`src/rtl/axi_bresp_buffer_if.sv`:
```
// AXI write-response (B) channel bundle seen from both sides of the response buffer.
// The slave modport is the buffer's view. The master modport is the view of the environment that drives it.
interface axi_bresp_buffer_if #(
  parameter int unsigned ID_W = 4
);
  logic            s_BVALID;
  logic            s_BREADY;
  logic [1:0]      s_BRESP;
  logic [ID_W-1:0] s_BID;
  logic            m_BVALID;
  logic            m_BREADY;
  logic [1:0]      m_BRESP;
  logic [ID_W-1:0] m_BID;

  modport slave (
    input  s_BVALID, s_BRESP, s_BID, m_BREADY,
    output s_BREADY, m_BVALID, m_BRESP, m_BID
  );

  modport master (
    output s_BVALID, s_BRESP, s_BID, m_BREADY,
    input  s_BREADY, m_BVALID, m_BRESP, m_BID
  );
endinterface

```
`src/rtl/axi_bresp_buffer.sv`:
```
// DEPTH-entry FIFO for AXI B responses (BID + BRESP) with saturating error statistics
// and a capture of the most recent error response.
module axi_bresp_buffer #(
  parameter int unsigned ID_W  = 4,
  parameter int unsigned DEPTH = 4,
  parameter int unsigned CNT_W = 8
) (
  input  logic                   ACLK,
  input  logic                   ARESETn,
  axi_bresp_buffer_if.slave      bus,
  output logic [$clog2(DEPTH):0] level,
  output logic [CNT_W-1:0]       err_cnt,
  output logic                   err_flag,
  output logic [ID_W-1:0]        err_id,
  output logic [1:0]             err_resp,
  input  logic                   err_clr
);
  localparam int unsigned PTR_W = $clog2(DEPTH);
  localparam int unsigned LVL_W = PTR_W + 1;
  localparam int unsigned ENT_W = ID_W + 2;
  localparam logic [CNT_W-1:0] CNT_MAX = '1;

  logic [ENT_W-1:0] mem_q [DEPTH];
  logic [ENT_W-1:0] mem_d [DEPTH];
  logic [PTR_W-1:0] wr_ptr_q, wr_ptr_d;
  logic [PTR_W-1:0] rd_ptr_q, rd_ptr_d;
  logic [LVL_W-1:0] level_q, level_d;
  logic [CNT_W-1:0] err_cnt_q, err_cnt_d;
  logic             err_flag_q, err_flag_d;
  logic [ID_W-1:0]  err_id_q, err_id_d;
  logic [1:0]       err_resp_q, err_resp_d;

  logic             s_bready_c;
  logic             m_bvalid_c;
  logic             push_c;
  logic             pop_c;
  logic             err_push_c;
  logic [ENT_W-1:0] head_c;

  // Handshake flags come from the registered level only, so the two sides never touch combinationally.
  always_comb begin
    s_bready_c = (level_q < LVL_W'(DEPTH));
    m_bvalid_c = (level_q != '0);
    push_c     = bus.s_BVALID && s_bready_c;
    pop_c      = m_bvalid_c && bus.m_BREADY;
    err_push_c = push_c && bus.s_BRESP[1];
    // Storage is never reset, so the head is masked to read zero while the FIFO is empty.
    head_c     = m_bvalid_c ? mem_q[rd_ptr_q] : '0;
  end

  // FIFO storage, pointers and occupancy.
  always_comb begin
    mem_d    = mem_q;
    wr_ptr_d = wr_ptr_q;
    rd_ptr_d = rd_ptr_q;
    level_d  = level_q + LVL_W'(push_c) - LVL_W'(pop_c);
    if (push_c) begin
      mem_d[wr_ptr_q] = {bus.s_BID, bus.s_BRESP};
      wr_ptr_d        = wr_ptr_q + PTR_W'(1);
    end
    if (pop_c) begin
      rd_ptr_d = rd_ptr_q + PTR_W'(1);
    end
  end

  // Error statistics: the clear is applied first so that an error pushed in the same cycle survives it.
  always_comb begin
    err_cnt_d  = err_clr ? '0 : err_cnt_q;
    err_flag_d = err_clr ? 1'b0 : err_flag_q;
    err_id_d   = err_clr ? '0 : err_id_q;
    err_resp_d = err_clr ? '0 : err_resp_q;
    if (err_push_c) begin
      err_cnt_d  = (err_cnt_d == CNT_MAX) ? err_cnt_d : err_cnt_d + CNT_W'(1);
      err_flag_d = 1'b1;
      err_id_d   = bus.s_BID;
      err_resp_d = bus.s_BRESP;
    end
  end

  always_ff @(posedge ACLK) begin
    if (!ARESETn) begin
      wr_ptr_q   <= '0;
      rd_ptr_q   <= '0;
      level_q    <= '0;
      err_cnt_q  <= '0;
      err_flag_q <= 1'b0;
      err_id_q   <= '0;
      err_resp_q <= '0;
    end else begin
      wr_ptr_q   <= wr_ptr_d;
      rd_ptr_q   <= rd_ptr_d;
      level_q    <= level_d;
      err_cnt_q  <= err_cnt_d;
      err_flag_q <= err_flag_d;
      err_id_q   <= err_id_d;
      err_resp_q <= err_resp_d;
    end
  end

  always_ff @(posedge ACLK) begin
    mem_q <= mem_d;
  end

  assign bus.s_BREADY = s_bready_c;
  assign bus.m_BVALID = m_bvalid_c;
  assign bus.m_BID    = head_c[ENT_W-1:2];
  assign bus.m_BRESP  = head_c[1:0];
  assign level        = level_q;
  assign err_cnt      = err_cnt_q;
  assign err_flag     = err_flag_q;
  assign err_id       = err_id_q;
  assign err_resp     = err_resp_q;

endmodule
```
`src/flat_wrapper.sv`:
```
// flat-port wrapper written by rule: the top's interface ports become plain ports
module axi_bresp_buffer_flat 
#(
  parameter int unsigned ID_W  = 4,
  parameter int unsigned DEPTH = 4,
  parameter int unsigned CNT_W = 8
)
  (ACLK, ARESETn, level, err_cnt, err_flag, err_id, err_resp, err_clr, bus_s_BVALID, bus_s_BRESP, bus_s_BID, bus_m_BREADY, bus_s_BREADY, bus_m_BVALID, bus_m_BRESP, bus_m_BID);
  axi_bresp_buffer_if #(.ID_W(ID_W)) bus_i ();
  input  logic ACLK;
  input  logic ARESETn;
  output logic [$clog2(DEPTH):0] level;
  output logic [CNT_W-1:0] err_cnt;
  output logic err_flag;
  output logic [ID_W-1:0] err_id;
  output logic [1:0] err_resp;
  input  logic err_clr;
  input wire logic [$bits(bus_i.s_BVALID)-1:0] bus_s_BVALID;
  input wire logic [$bits(bus_i.s_BRESP)-1:0] bus_s_BRESP;
  input wire logic [$bits(bus_i.s_BID)-1:0] bus_s_BID;
  input wire logic [$bits(bus_i.m_BREADY)-1:0] bus_m_BREADY;
  output wire logic [$bits(bus_i.s_BREADY)-1:0] bus_s_BREADY;
  output wire logic [$bits(bus_i.m_BVALID)-1:0] bus_m_BVALID;
  output wire logic [$bits(bus_i.m_BRESP)-1:0] bus_m_BRESP;
  output wire logic [$bits(bus_i.m_BID)-1:0] bus_m_BID;
  assign bus_i.s_BVALID = bus_s_BVALID;
  assign bus_i.s_BRESP = bus_s_BRESP;
  assign bus_i.s_BID = bus_s_BID;
  assign bus_i.m_BREADY = bus_m_BREADY;
  assign bus_s_BREADY = bus_i.s_BREADY;
  assign bus_m_BVALID = bus_i.m_BVALID;
  assign bus_m_BRESP = bus_i.m_BRESP;
  assign bus_m_BID = bus_i.m_BID;
  axi_bresp_buffer #(.ID_W(ID_W), .DEPTH(DEPTH), .CNT_W(CNT_W)) u_core (.ACLK(ACLK), .ARESETn(ARESETn), .bus(bus_i), .level(level), .err_cnt(err_cnt), .err_flag(err_flag), .err_id(err_id), .err_resp(err_resp), .err_clr(err_clr));
endmodule
```
`config.mk`:
```
export PLATFORM = sky130hd
export DESIGN_NAME = axi_bresp_buffer_flat
export DESIGN_NICKNAME = d
export VERILOG_FILES = /design/src/rtl/axi_bresp_buffer_if.sv /design/src/rtl/axi_bresp_buffer.sv /design/src/flat_wrapper.sv
export SDC_FILE = /design/constraint.sdc
export NUM_CORES = 1
export LEC_CHECK = 0
export CELL_PAD_IN_SITES_DETAIL_PLACEMENT = 1
export CELL_PAD_IN_SITES_GLOBAL_PLACEMENT = 2
export CORE_ASPECT_RATIO = 1.2
export CORE_MARGIN = 2
export CORE_UTILIZATION = 31
export CTS_BUF_LIST = sky130_fd_sc_hd__clkbuf_16
export DETAILED_ROUTE_END_ITERATION = 6
export PLACE_DENSITY_LB_ADDON = 0.05
export SYNTH_ARGS = -nofsm -noshare
export SYNTH_HDL_FRONTEND = slang
export SYNTH_SLANG_ARGS = --single-unit
```
`constraint.sdc`:
```
create_clock -name ACLK -period 2.27 [get_ports ACLK]
set_clock_uncertainty 0.05 [all_clocks]
set_input_delay 0.3405 -clock ACLK [delete_from_list [all_inputs] [get_ports ACLK]]
set_output_delay 0.3405 -clock ACLK [all_outputs]
set_load 0.005 [all_outputs]
```
---- Word-level counts from Yosys, hierarchy flattened ----
Index checks and enable logic that the tools add are counted.
storage, ports and cells
  bits in registers ....................... 46
  output and inout port bits .............. 26
  logic and storage cells ................. 45
  bits in latches ......................... 0
  RAM bits ................................ 0
  memories kept ........................... 0
  ROM bits ................................ 0
operators by class
  multiply operators ...................... 0
  add/sub/neg operators ................... 5
  reduce and logical (&&, ||, !) cells .... 6
  shifts and indexed selects .............. 0
  order comparisons ....................... 4
  equal/unequal tests ..................... 1
  bitwise gates (word level) .............. 2
  div/mod/pow operators ................... 0
  mux-type cells .......................... 16
operator list
  operator                                                     number
  bitwise mux 24 bit                                           1
  2-to-1 mux 6 bit                                             4
  2-to-1 mux 8 bit                                             3
  binary-select mux 6 bit (select 2 bit)                       1
  demux 6 bit (select 2 bit)                                   1
  adder 8 x 1 -> 8 bit (second input constant)                 1
  == test 8 bit (second input constant)                        1
  2-to-1 mux 4 bit                                             2
  >= comparator 3 bit (second input constant)                  2
  inverter 2 -> 3 bit                                          2
  adder 2 x 1 -> 2 bit (second input constant)                 2
  logical AND 1 bit                                            4
  2-to-1 mux 2 bit                                             2
  adder 3 x 1 -> 3 bit                                         1
  less-than comparator 3 x 1 -> 1 bit (second input constant)  1
  less-than comparator 3 bit (second input constant)           1
  nonzero test 3 bit                                           1
  subtractor 3 x 1 -> 3 bit                                    1
  2-to-1 mux 1 bit                                             2
  nonzero test 2 bit                                           1

---- Logic depth before layout (Yosys ltp) ----
  word-level depth ........................ 6
  gate-level depth with buffers ........... 10

---- Worst setup path after synthesis ----
Ideal clock, no wire load.
  path type ............................... reg-to-reg
  start point ............................. register u_core.level_q[2], in the netlist u_core.level[2]
  end point ............................... register u_core.level_q[2], in the netlist u_core.level[2]
  required time ........................... 2092 ps
  period minus slack after synthesis ...... 2397 ps
  path slack .............................. -127 ps
  buffers on the path ..................... 1
  cell stages (with the launch flop) ...... 11
  arrival time ............................ 2219 ps
  library setup time ...................... 128 ps
  cell sequence ........................... dfxtp_1 > or3_1 > clkbuf_2 > and2_1 > ha_1 > inv_1 > ha_1 > fa_1 > xnor2_1 > xnor2_1 > nor2_1
on the way
  elaborated cells on any way between the ends .. 6
  classes of those cells .................. 2 x add/sub; 1 x order compare; 3 x reduce/logical
RTL lines
  element                    RTL line                source
  start: declaration         axi_bresp_buffer.sv:27  logic [LVL_W-1:0] level_q, level_d;
  start signal: assignment   axi_bresp_buffer.sv:92  level_q <= level_d;
  nonzero test 3 bit         axi_bresp_buffer.sv:43  m_bvalid_c = (level_q != '0);
  via bus_m_BVALID           flat_wrapper.sv:23      output wire logic [$bits(bus_i.m_BVALID)-1:0] bus_m_BVALID;
  logical AND 1 bit          axi_bresp_buffer.sv:45  pop_c = m_bvalid_c && bus.m_BREADY;
  via u_core.pop_c           axi_bresp_buffer.sv:36  logic pop_c;
  subtractor 3 x 1 -> 3 bit  axi_bresp_buffer.sv:56  level_d = level_q + LVL_W'(push_c) - LVL_W'(pop_c);
The timed path passes the listed nets, and every way through them passes these cells.
A chain may end at the register's enable or synchronous reset.

---- Worst setup path in the final report ----
  start point ............................. register u_core.level_q[0], in the netlist u_core.level[0]
  end point ............................... register u_core.level_q[2], in the netlist u_core.level[2]
on the way
  elaborated cells on any way between the ends .. 6
  classes of those cells .................. 2 x add/sub; 1 x order compare; 3 x reduce/logical
RTL lines
  element                    RTL line
  nonzero test 3 bit         axi_bresp_buffer.sv:43
  logical AND 1 bit          axi_bresp_buffer.sv:45
  via u_core.pop_c           axi_bresp_buffer.sv:36
  subtractor 3 x 1 -> 3 bit  axi_bresp_buffer.sv:56
The timed path passes the listed nets, and every way through them passes these cells.

==> impl_metrics.sql <==
INSERT INTO impl_metrics (metric_group, metric, value, unit) VALUES
('placement', 'io_buffer_count', '36', ''),
('power', 'comb_power_share', '31.4', '%'),
('yosys', 'netlist_area', '0.00204', 'sq mm'),
('sta', 'hold_slack', '0.438', 'ns'),
('critical_path', 'timing.rr.start', 'u_core.level[0]$_SDFF_PN0_', ''),
('critical_path', 'crit_fanout', '3', ''),
('sta', 'finalWorstPathRequiredPeriod', '2.19', 'ns'),
('critical_path', 'rr_endpoint', 'u_core.level[2]$_SDFF_PN0_', ''),
('placement', 'gp_congestion', '0.794', ''),
('sta', 'max_slew_violation_total_from_the_final_report', '0', ''),
('clock_network', 'clk_path_buf_depth', '2', ''),
('power', 'p_seq_share', '35.6', '%'),
('sta', 'layout_setup_ws', '0.0831', 'ns'),
('clock_network', 'ctsHoldBuffers', '0', ''),
('yosys', 'synthXorXnorAreaFrac', '3.01', '%'),
('min_path', 'hold_path.class', 'reg -> reg', ''),
('detailed_routing', 'detail_route.wirelength', '4660', 'microns'),
('finish', 'antenna-diode-count', '0', ''),
('clock_network', 'clock_tree_root', 'sky130_fd_sc_hd__clkbuf_16', ''),
('finish', 'n_fill_cell', '691', ''),
('floorplan', 'design.core.area', '0.00641', 'sq mm'),
('sta', 'period_share', '96.3', '%'),
('critical_path', 'largest_stage_delay_on_the_critical_path', '0.39', 'ns'),
('yosys', 'edff_count_synth', '24', ''),
('yosys', 'synth.avg_cell_area', '12.1', 'sq um'),
('detailed_routing', 'dr.pass1.iters', '4', ''),
('detailed_routing', 'detailedRoute.firstIterationViolations', '62', ''),
('critical_path', 'cp_startpoint', 'u_core.level[0]$_SDFF_PN0_', ''),
('sta', 'grt_setup_unrepaired', 'false', ''),
('critical_path', 'endpoint', 'u_core.level[2]$_SDFF_PN0_', ''),
('critical_path', 'critPathMostFrequentCell', 'sky130_fd_sc_hd__ha_4', ''),
('floorplan', 'dieWidth', '78.0', 'microns'),
('finish', 'final_common_cell', 'sky130_fd_sc_hd__clkdlybuf4s50_1', ''),
('detailed_routing', 'drc_errors', '0', ''),
('critical_path', 'cp_cell_sequence', 'or3_4, and2_4, ha_4, inv_2, ha_4, fa_2, xnor2_2, xnor2_1, nor2_1', ''),
('power', 'switchingPower', '709', 'uW'),
('yosys', 'synth_compound_gate_area_share', '5.40', '%'),
('clock_network', 'cts-htree-levels', '2', ''),
('run_status', 'outcome', 'completed', ''),
('yosys', 'synthDominantCellAreaShare', '35.3', '%'),
('power', 'totalPowerFinal', '2.85', 'mW'),
('yosys', 'number_of_distinct_library_cells_after_synthesis', '38', ''),
('power', 'vdd_ir_drop_max', '0.399', 'mV'),
('critical_path', 'cpMaxStageDelayCell', 'sky130_fd_sc_hd__or3_4', ''),
('yosys', 'synth-seq-cells', '45', ''),
('detailed_routing', 'ant_nets', '0', ''),
('finish', 'number_of_nets_at_the_end_of_the_flow', '234', ''),
('critical_path', 'worst-r2r-cell-count', '9', ''),
('yosys', 'synth.area.top_cells', 'sky130_fd_sc_hd__edfxtp_1, sky130_fd_sc_hd__dfxtp_1, sky130_fd_sc_hd__mux4_2', ''),
('yosys', 'part_of_the_yosys_area_used_for_sequential_elements', '56.0', '%'),
('flow_run', 'drv_cap', '0', ''),
('yosys', 'synth.yosys.warnings', '0', ''),
('yosys', 'postSynth.topFlopCell', 'sky130_fd_sc_hd__edfxtp_1', ''),
('global_route', 'grt_start_max_net_pins', '16', ''),
('power', 'power-per-cell-area', '1000', 'mW/mm^2'),
('clock_network', 'clk_latency_worst_skew_pair', '0.28', 'ns'),
('critical_path', 'register_to_register_setup_slack', '0.08', 'ns'),
('yosys', 'synth_mux_area_share', '7.61', '%'),
('critical_path', 'cp-start-kind', 'flip-flop', ''),
('sta', 'max_clock_freq', '457', 'MHz'),
('clock_network', 'numCtsBuffers', '5', ''),
('power', 'cellLeakagePower', '1.07', 'nW'),
('floorplan', 'fp.dieArea', '0.00725', 'sq mm'),
('floorplan', 'ioPinCount', '37', ''),
('floorplan', 'initial_core_util', '31.8', '%'),
('yosys', 'synth_fp_nets', '187', ''),
('yosys', 'arithmetic_cell_share_of_the_synthesized_area_counting_full_adders_half_adders_and_majority_gates', '5.28', '%'),
('yosys', 'async_flop_share', '0', '%'),
('placement', 'dp_hpwl', '3510', 'microns'),
('global_route', 'antenna_found_initial', '0', ''),
('clock_network', 'tritoncts', 'done', '');
power groups by stage:
| stage | logic (mW) | registers [mW] | clock network (mW) |
|---|---|---|---|
| finish | 0.895 | 1.01 | 0.937 |
| global route | 0.998 | 1.02 | 0.987 |
| CTS | 0.934 | 1.01 | 0.953 |
| detailed placement | 0.921 | 1.03 | 0 |
| global placement | 0.894 | 1.02 | 0 |
| floorplan | 0.522 | 1.01 | 0 |
area by class of cell:
type | count | area [sq um] | area share (%)
Tap cell | 85 | 106 | 3.75
Sequential cell | 45 | 1150 | 40.5
Inverter | 9 | 33.8 | 1.19
Clock buffer | 5 | 125 | 4.42
Clock inverter | 3 | 68.8 | 2.43
Multi-Input combinational cell | 104 | 861 | 30.4
Timing Repair Buffer | 50 | 489 | 17.3
Yosys cell counts, drive strengths merged, types with 2 or more instances:
cell / n
edfxtp: 24
nand2b: 5
nor2: 14
buf: 4
dfxtp: 21
clkbuf: 6
nand4: 4
a21oi: 9
nor2b: 3
nor3: 4
a211oi: 2
inv: 8
xor2: 2
mux2i: 2
nor3b: 5
and2: 13
xnor2: 5
o21ai: 2
ha: 7
nand2: 8
mux4: 6
nand3: 2
flip-flops by register name (all words and copies together) (netlist names):
| signal | cells |
|---|---|
| u_core.err_cnt | 8 |
| u_core.err_id | 4 |
| u_core.err_resp | 2 |
| u_core.level | 3 |
| u_core.mem_q | 24 |
| u_core.rd_ptr_q | 2 |
| u_core.wr_ptr_q | 2 |
routing by layer:
metal	global-route usage, %	wire length (microns)
met3	2.73	137
met4	4.68	61
met2	27.3	2630
met5	0	0
met1	14.3	1830
critical path: cells and delay by family (launching register included):
kind | cells | cell delay, ns
adder cells (fa/ha/maj) | 3 | 0.76
AND/OR/NAND/NOR | 3 | 0.60
buffers and inverters | 1 | 0.03
flip-flops | 1 | 0.33
XOR/XNOR | 2 | 0.31
cells by family (layout without fill, tap and decap cells):
| group | count (synthesis) | count (layout) |
|---|---|---|
| AND/OR/NAND/NOR | 65 | 65 |
| flip-flops | 45 | 45 |
| buffers and inverters | 19 | 67 |
| AO/OA/AOI/OAI | 16 | 16 |
| adder cells (fa/ha/maj) | 8 | 8 |
| multiplexers | 8 | 8 |
| XOR/XNOR | 7 | 7 |
worst min-delay path by stage:
stage	to	from	depth (start not counted)
floorplan	u_core.mem_q[0]$_DFFE_PP_	bus_s_BRESP[0]	0
global placement	u_core.err_resp[1]$_SDFFE_PN0P_	u_core.err_resp[1]$_SDFFE_PN0P_	2
detailed placement	u_core.err_resp[1]$_SDFFE_PN0P_	u_core.err_resp[1]$_SDFFE_PN0P_	2
CTS	u_core.err_resp[1]$_SDFFE_PN0P_	u_core.err_resp[1]$_SDFFE_PN0P_	2
global route	u_core.err_resp[1]$_SDFFE_PN0P_	u_core.err_resp[1]$_SDFFE_PN0P_	2
finish	u_core.err_resp[1]$_SDFFE_PN0P_	u_core.err_resp[1]$_SDFFE_PN0P_	2
stage by stage:
stage / utilization [%] / TNS [ns] / area, sq um / std cells
5_1_grt: 44.2 / 0 / 2830 / 301
3_5_place_dp: 40.8 / -0.0338 / 2610 / 292
2_1_floorplan: - / -0.0144 / 2090 / 168
3_3_place_gp: 40.8 / 0 / 2610 / 292
4_1_cts: 43.9 / 0 / 2820 / 301
6_report: 44.2 / 0 / 2830 / 301
what timing repair did:
item	CTS	global route
endpoints found under the hold margin	0	0
pin swaps	0	1
gates resized for setup	3	6
setup endpoints to repair	6	6
setup buffers	1	0
Power figures use the tool's default switching activity.
==> RTL edit 1 (same flow settings) <==
`ID_W` is set to 4 in 3 places; all go to 5.
--- a/src/rtl/axi_bresp_buffer_if.sv
+++ b/src/rtl/axi_bresp_buffer_if.sv
@@ -3,3 +3,3 @@
 interface axi_bresp_buffer_if #(
-  parameter int unsigned ID_W = 4
+  parameter int unsigned ID_W = 5
 );
--- a/src/rtl/axi_bresp_buffer.sv
+++ b/src/rtl/axi_bresp_buffer.sv
@@ -3,3 +3,3 @@
 module axi_bresp_buffer #(
-  parameter int unsigned ID_W  = 4,
+  parameter int unsigned ID_W  = 5,
   parameter int unsigned DEPTH = 4,
--- a/src/flat_wrapper.sv
+++ b/src/flat_wrapper.sv
@@ -3,3 +3,3 @@
 #(
-  parameter int unsigned ID_W  = 4,
+  parameter int unsigned ID_W  = 5,
   parameter int unsigned DEPTH = 4,
Ports: changed (resized bus_m_BID, bus_s_BID and err_id); port bits go from 37 to 40. The function was not compared with the original's and may differ.
==> RTL edit 1 against the unedited design <==
Total power up 0.43%; area after synthesis up 7.6%; routed wire length up 13%; design area up 6.7%; worst setup slack worse by 17 ps; global-route usage up 0.98 points; hold slack better by 1.1 ps; sequential cell count up 5; critical endpoint unchanged; largest cell class unchanged; largest power group unchanged.
==> RTL edit 1: results (changes against the unedited design) <==
The run finished with clean final reports. Total of buffers placed on input and output ports: 39 (+8.3%). The HPWL reported at the end of detailed placement is 4090 um (+16%), and the buffer share of cell area is 0.184 (+0.0111). Transition at the pin with the smallest max-transition slack: 565 ps (+89.5 ps). The count of warnings emitted by yosys came out at 0 (unchanged). The mean cell area of the mapped netlist came out at 12.7 um^2 (+4.5%). Number of global-route vias before repair: 1717 (+9.4%).

The run gives 250 (+6.8%) as the number of nets at the end of the flow. The post-synthesis sequential element count was 50 (+11%); the met2 track utilization from global routing was 0.289 (+0.0156). Wire length per cell after detailed routing: 16.5 um (+6.8%). The total of fill cells in the finished design came out at 749 (+8.4%).

The number of synthesized flops with an enable pin was 28 (+17%). The total global-route track usage was 0.148 (+0.00979); the final estimated routing congestion in global placement was 0.799 (+0.59%). The tools report the number of multi-input logic gates as 106 (+1.9%). The instance count after placement with tap cells included was 307 (+5.1%); the fraction of layout instances using a drive strength above 1 was 0.225 (+0.0214). The run gives 70 ps (-20 ps) as the register-to-register path setup slack.

Combinational power: 0.000980 W (+9.5%). By area the synthesized netlist is led by edfxtp_1 (38%), dfxtp_1 (20%), mux4_2 (7.2%). The clock network area share came out at 0.0493 (-0.0192).

The placed standard-cell area is 2840 um^2 (+8.6%), and the share of cell area taken by flip-flops and latches is 0.427 (+0.0213). For the met1 demand-to-capacity share in global routing, the log shows 0.156 (+0.0123). For the synthesized netlist net count, the log shows 193 (+3.2%). The layout buffer count excluding clock buffers was 58 (+16%).

The first-iteration detailed-routing DRC count is 65 (+4.8%). For the full die area, the log shows 7770 um^2 (+7.2%). The logs give 439 ps (+1.06 ps) for the tightest hold margin and 0.000777 W (+9.6%) for the switching component of the power. The flip-flop and latch power was 0.00113 W (+12%); the share of cell area taken by multi-input logic gates was 0.293 (-0.0108). The commonest cells after synthesis are edfxtp_1 (28), dfxtp_1 (22), and2_1 (15), a21oi_1 (10). The tools report the via count as 1506 (+5.9%).

The maximum ir drop on the vdd rail is 0.442 mV (+11%). The static leakage is 1.13 nW (+6.0%), and the number of flip-flops in the largest register is 28 (+17%). The global routing met3 resource utilization is 0.0319 (+0.00460), and the global-route wire length before repair is 8540 um (+13%). The maximum number of pins on one net before global-route repair came out at 18 (+2). The footprint of the multi-input gates was 886 um^2 (+2.9%). The inverter count was 9 (unchanged); the length of the first detailed-routing pass in iterations was 3 (-1).

The switching portion of total power was 0.272 (+0.0227).
==> RTL edit 1: cell count changes after synthesis, moves of 2 or more <==
cell and delta:
or4_1 +2, edfxtp_1 +4, mux2i_1 -2, nand3b_1 +6
nor2_1 -5, and2_1 +2, nand4_1 -3, nor3b_1 -5
a211oi_1 +2, buf_2 -2
==> RTL edit 1: cells by family (layout without fill, tap and decap cells) <==
| family | after synthesis | in the layout | synth area share |
|---|---|---|---|
| AND/OR/NAND/NOR | 66 | 66 | 0.186 |
| flip-flops | 50 | 50 | 0.584 |
| AO/OA/AOI/OAI | 18 | 18 | 0.0485 |
| buffers and inverters | 17 | 75 | 0.0314 |
| adder cells (fa/ha/maj) | 8 | 8 | 0.0490 |
| multiplexers | 8 | 8 | 0.0770 |
| XOR/XNOR | 6 | 6 | 0.0239 |
==> RTL edit 1: worst min-delay path: stages (launching register included) <==
cell	delay [ps]
dfxtp_1	310
nand3b_1	70
a21oi_1	60
==> RTL edit 1: final timing paths <==
kind                                        from          endpoint  cells after the start
worst max-delay path             u_core.level[0]   u_core.level[2]                      9
worst min-delay path            u_core.err_id[1]  u_core.err_id[1]                      2
worst max register to register   u_core.level[0]   u_core.level[2]                      9
worst min register to register  u_core.err_id[1]  u_core.err_id[1]                      2
==> RTL edit 1: timing repair <==
item	4_1_cts	5_1_grt
resized for setup	4	6
setup endpoints to repair	7	6
setup buffers	3	0
hold endpoints to repair	0	0
==> RTL edit 1: through the flow <==
step / TNS, ps / setup WS, ps
final: 0 / 65.8
after floorplan: -24.7 / -24.7
after detailed placement: -52.0 / -44.3
after CTS: 0 / 11.1
after global placement: 0 / 3.42
after global routing: -26.3 / -26.3
==> RTL edit 1: layer usage <==
layer  vias up  routed length (um)
met1       743                2050
li1        726                   -
met5         -                   0
met2        29                2980
met4         0                  81
met3         8                 146
==> RTL edit 2 (config.mk and constraints unchanged) <==
Made on the original files. Register the output `err_resp` once more, without a reset; this adds one clock of latency there. The other outputs are not delayed to match.
--- a/src/rtl/axi_bresp_buffer.sv
+++ b/src/rtl/axi_bresp_buffer.sv
@@ -111,3 +111,5 @@
   assign err_id       = err_id_q;
-  assign err_resp     = err_resp_q;
+  always_ff @(posedge ACLK) begin
+    err_resp <= err_resp_q;
+  end
 
Check against the original RTL: not equivalent (a bounded check fails within 4 cycles, from zero or initial values and one cycle with ARESETn low).
==> RTL edit 2 against the unedited design <==
Design area increased by 3.4%; sequential cell count is 2 higher; register-to-register slack better by 30 ps; area after synthesis up 6.2%; total power grew 0.98%; routed wire length grew 3.1%; worst setup slack got worse by 1.2 ps; sequential power up 4%.
==> RTL edit 2: results (changes against the unedited design) <==
The run finished with clean final reports. The routed length on met3 was 115 um (-16%). The instance count after placement with tap cells included was 302 (+3.4%); the placed standard-cell area was 2700 um^2 (+3.4%). The first-iteration detailed-routing DRC count was 61 (-1.6%); the fraction of layout instances using a drive strength above 1 was 0.186 (-0.0179). The startpoint identified for the worst hold timing path is u_core.err_resp_q[0].

For the count of buffers added by post-CTS timing repair for setup, the log shows 0 (-1). The tools report the register-to-register path setup slack as 110 ps (+30 ps). By count the netlist is led by edfxtp_1 (24), dfxtp_1 (23), inv_1 (13), nand2_1 (9), nor2b_1 (8).

The met2 wirelength from detailed routing is 2670 um (+1.4%), and the via count is 1464 (+3.0%). The static leakage is 1.10 nW (+2.6%). By area the synthesized netlist is led by edfxtp_1 (33%), dfxtp_1 (21%), mux4_2 (6.2%).

The tools report the HPWL reported at the end of detailed placement as 3710 um (+5.5%). The remaining max-slew budget at the tightest pin was 0.748 (+0.0676); the synthesized netlist net count was 192 (+2.7%). The sequential share of power was 0.365 (+0.009). For the tightest hold margin, the log shows 314 ps (-124 ps).

The number of standard cells in the final layout excluding fillers was 313 (+4.0%). The mean cell area of the mapped netlist was 12.5 um^2 (+3.1%). The data arrival time at the worst-slack endpoint was 1800 ps (-510 ps).

The met1 demand-to-capacity share in global routing is 0.159 (+0.0162), and the met2 track utilization from global routing is 0.258 (-0.0147). The instance count along the most critical hold path came out at 0 (-2). The run gives 0.000713 W (+0.52%) as the switching component of the power. The maximum number of pins on one net before global-route repair is 15 (-1). The tools report the endpoint of the worst hold path as u_core.err_resp[0]. The run gives 0.138 (-0.000254) as the total global-route track usage. Maximum fanout encountered on the critical timing path: 7 (+4).

Flip-flop and latch power: 0.00105 W (+4%). The startpoint identified for the worst register-to-register timing path is u_core.level[2]. Global-route wire length before repair: 8040 um (+6.1%). The total of cells resized after clock tree synthesis was 2 (-1); the global routing met3 resource utilization was 0.0265 (-0.000775). The wire length per cell after detailed routing was 15.3 um (-0.84%).
[RTL edit 2: changes by cell type after synthesis, sizes merged, moves of 4 or more]
| cell | before | now |
|---|---|---|
| mux2i | 2 | 6 |
| or2 | 0 | 4 |
| nor2 | 14 | 4 |
| inv | 8 | 13 |
| and2 | 13 | 7 |
| nor2b | 3 | 8 |
| nor3b | 5 | 0 |
| nand3b | 1 | 8 |
[RTL edit 2: how the worst max path moves through the flow]
stage | startpoint | endpoint | slack [ps] | depth (start not counted)
3_3_place_gp | bus_m_BREADY | u_core.level[2] | -90 | 10
6_report | u_core.rd_ptr_q[0] | bus_m_BID[1] | 80 | 4
2_1_floorplan | u_core.level[2] | u_core.level[2] | 110 | 9
5_1_grt | u_core.level[2] | u_core.level[2] | 3 | 9
3_5_place_dp | bus_m_BREADY | u_core.level[2] | -190 | 10
4_1_cts | u_core.rd_ptr_q[0] | bus_m_BRESP[1] | 20 | 4
[RTL edit 2: cell type report]
type	count	area, um^2
Clock buffer	5	125
Clock inverter	3	63.8
Fill cell	745	3880
Inverter	13	48.8
Multi-Input combinational cell	104	886
Sequential cell	47	1180
Tap cell	87	109
Timing Repair Buffer	54	515
[RTL edit 2: logic make-up (layout without fill, tap and decap cells)]
group                    after synthesis  count (layout)  share of synthesized area
AND/OR/NAND/NOR                       61              61                      0.184
flip-flops                            47              47                      0.545
buffers and inverters                 22              75                     0.0503
AO/OA/AOI/OAI                         18              18                     0.0601
multiplexers                          12              12                     0.0901
adder cells (fa/ha/maj)                8               8                     0.0497
XOR/XNOR                               5               5                     0.0202
[RTL edit 2: critical path: stages, from the launching register on]
cell,delay (ps)
dfxtp_2,340
buf_12,120
mux4_2,480
nor2b_1,140
clkdlybuf4s50_1,430
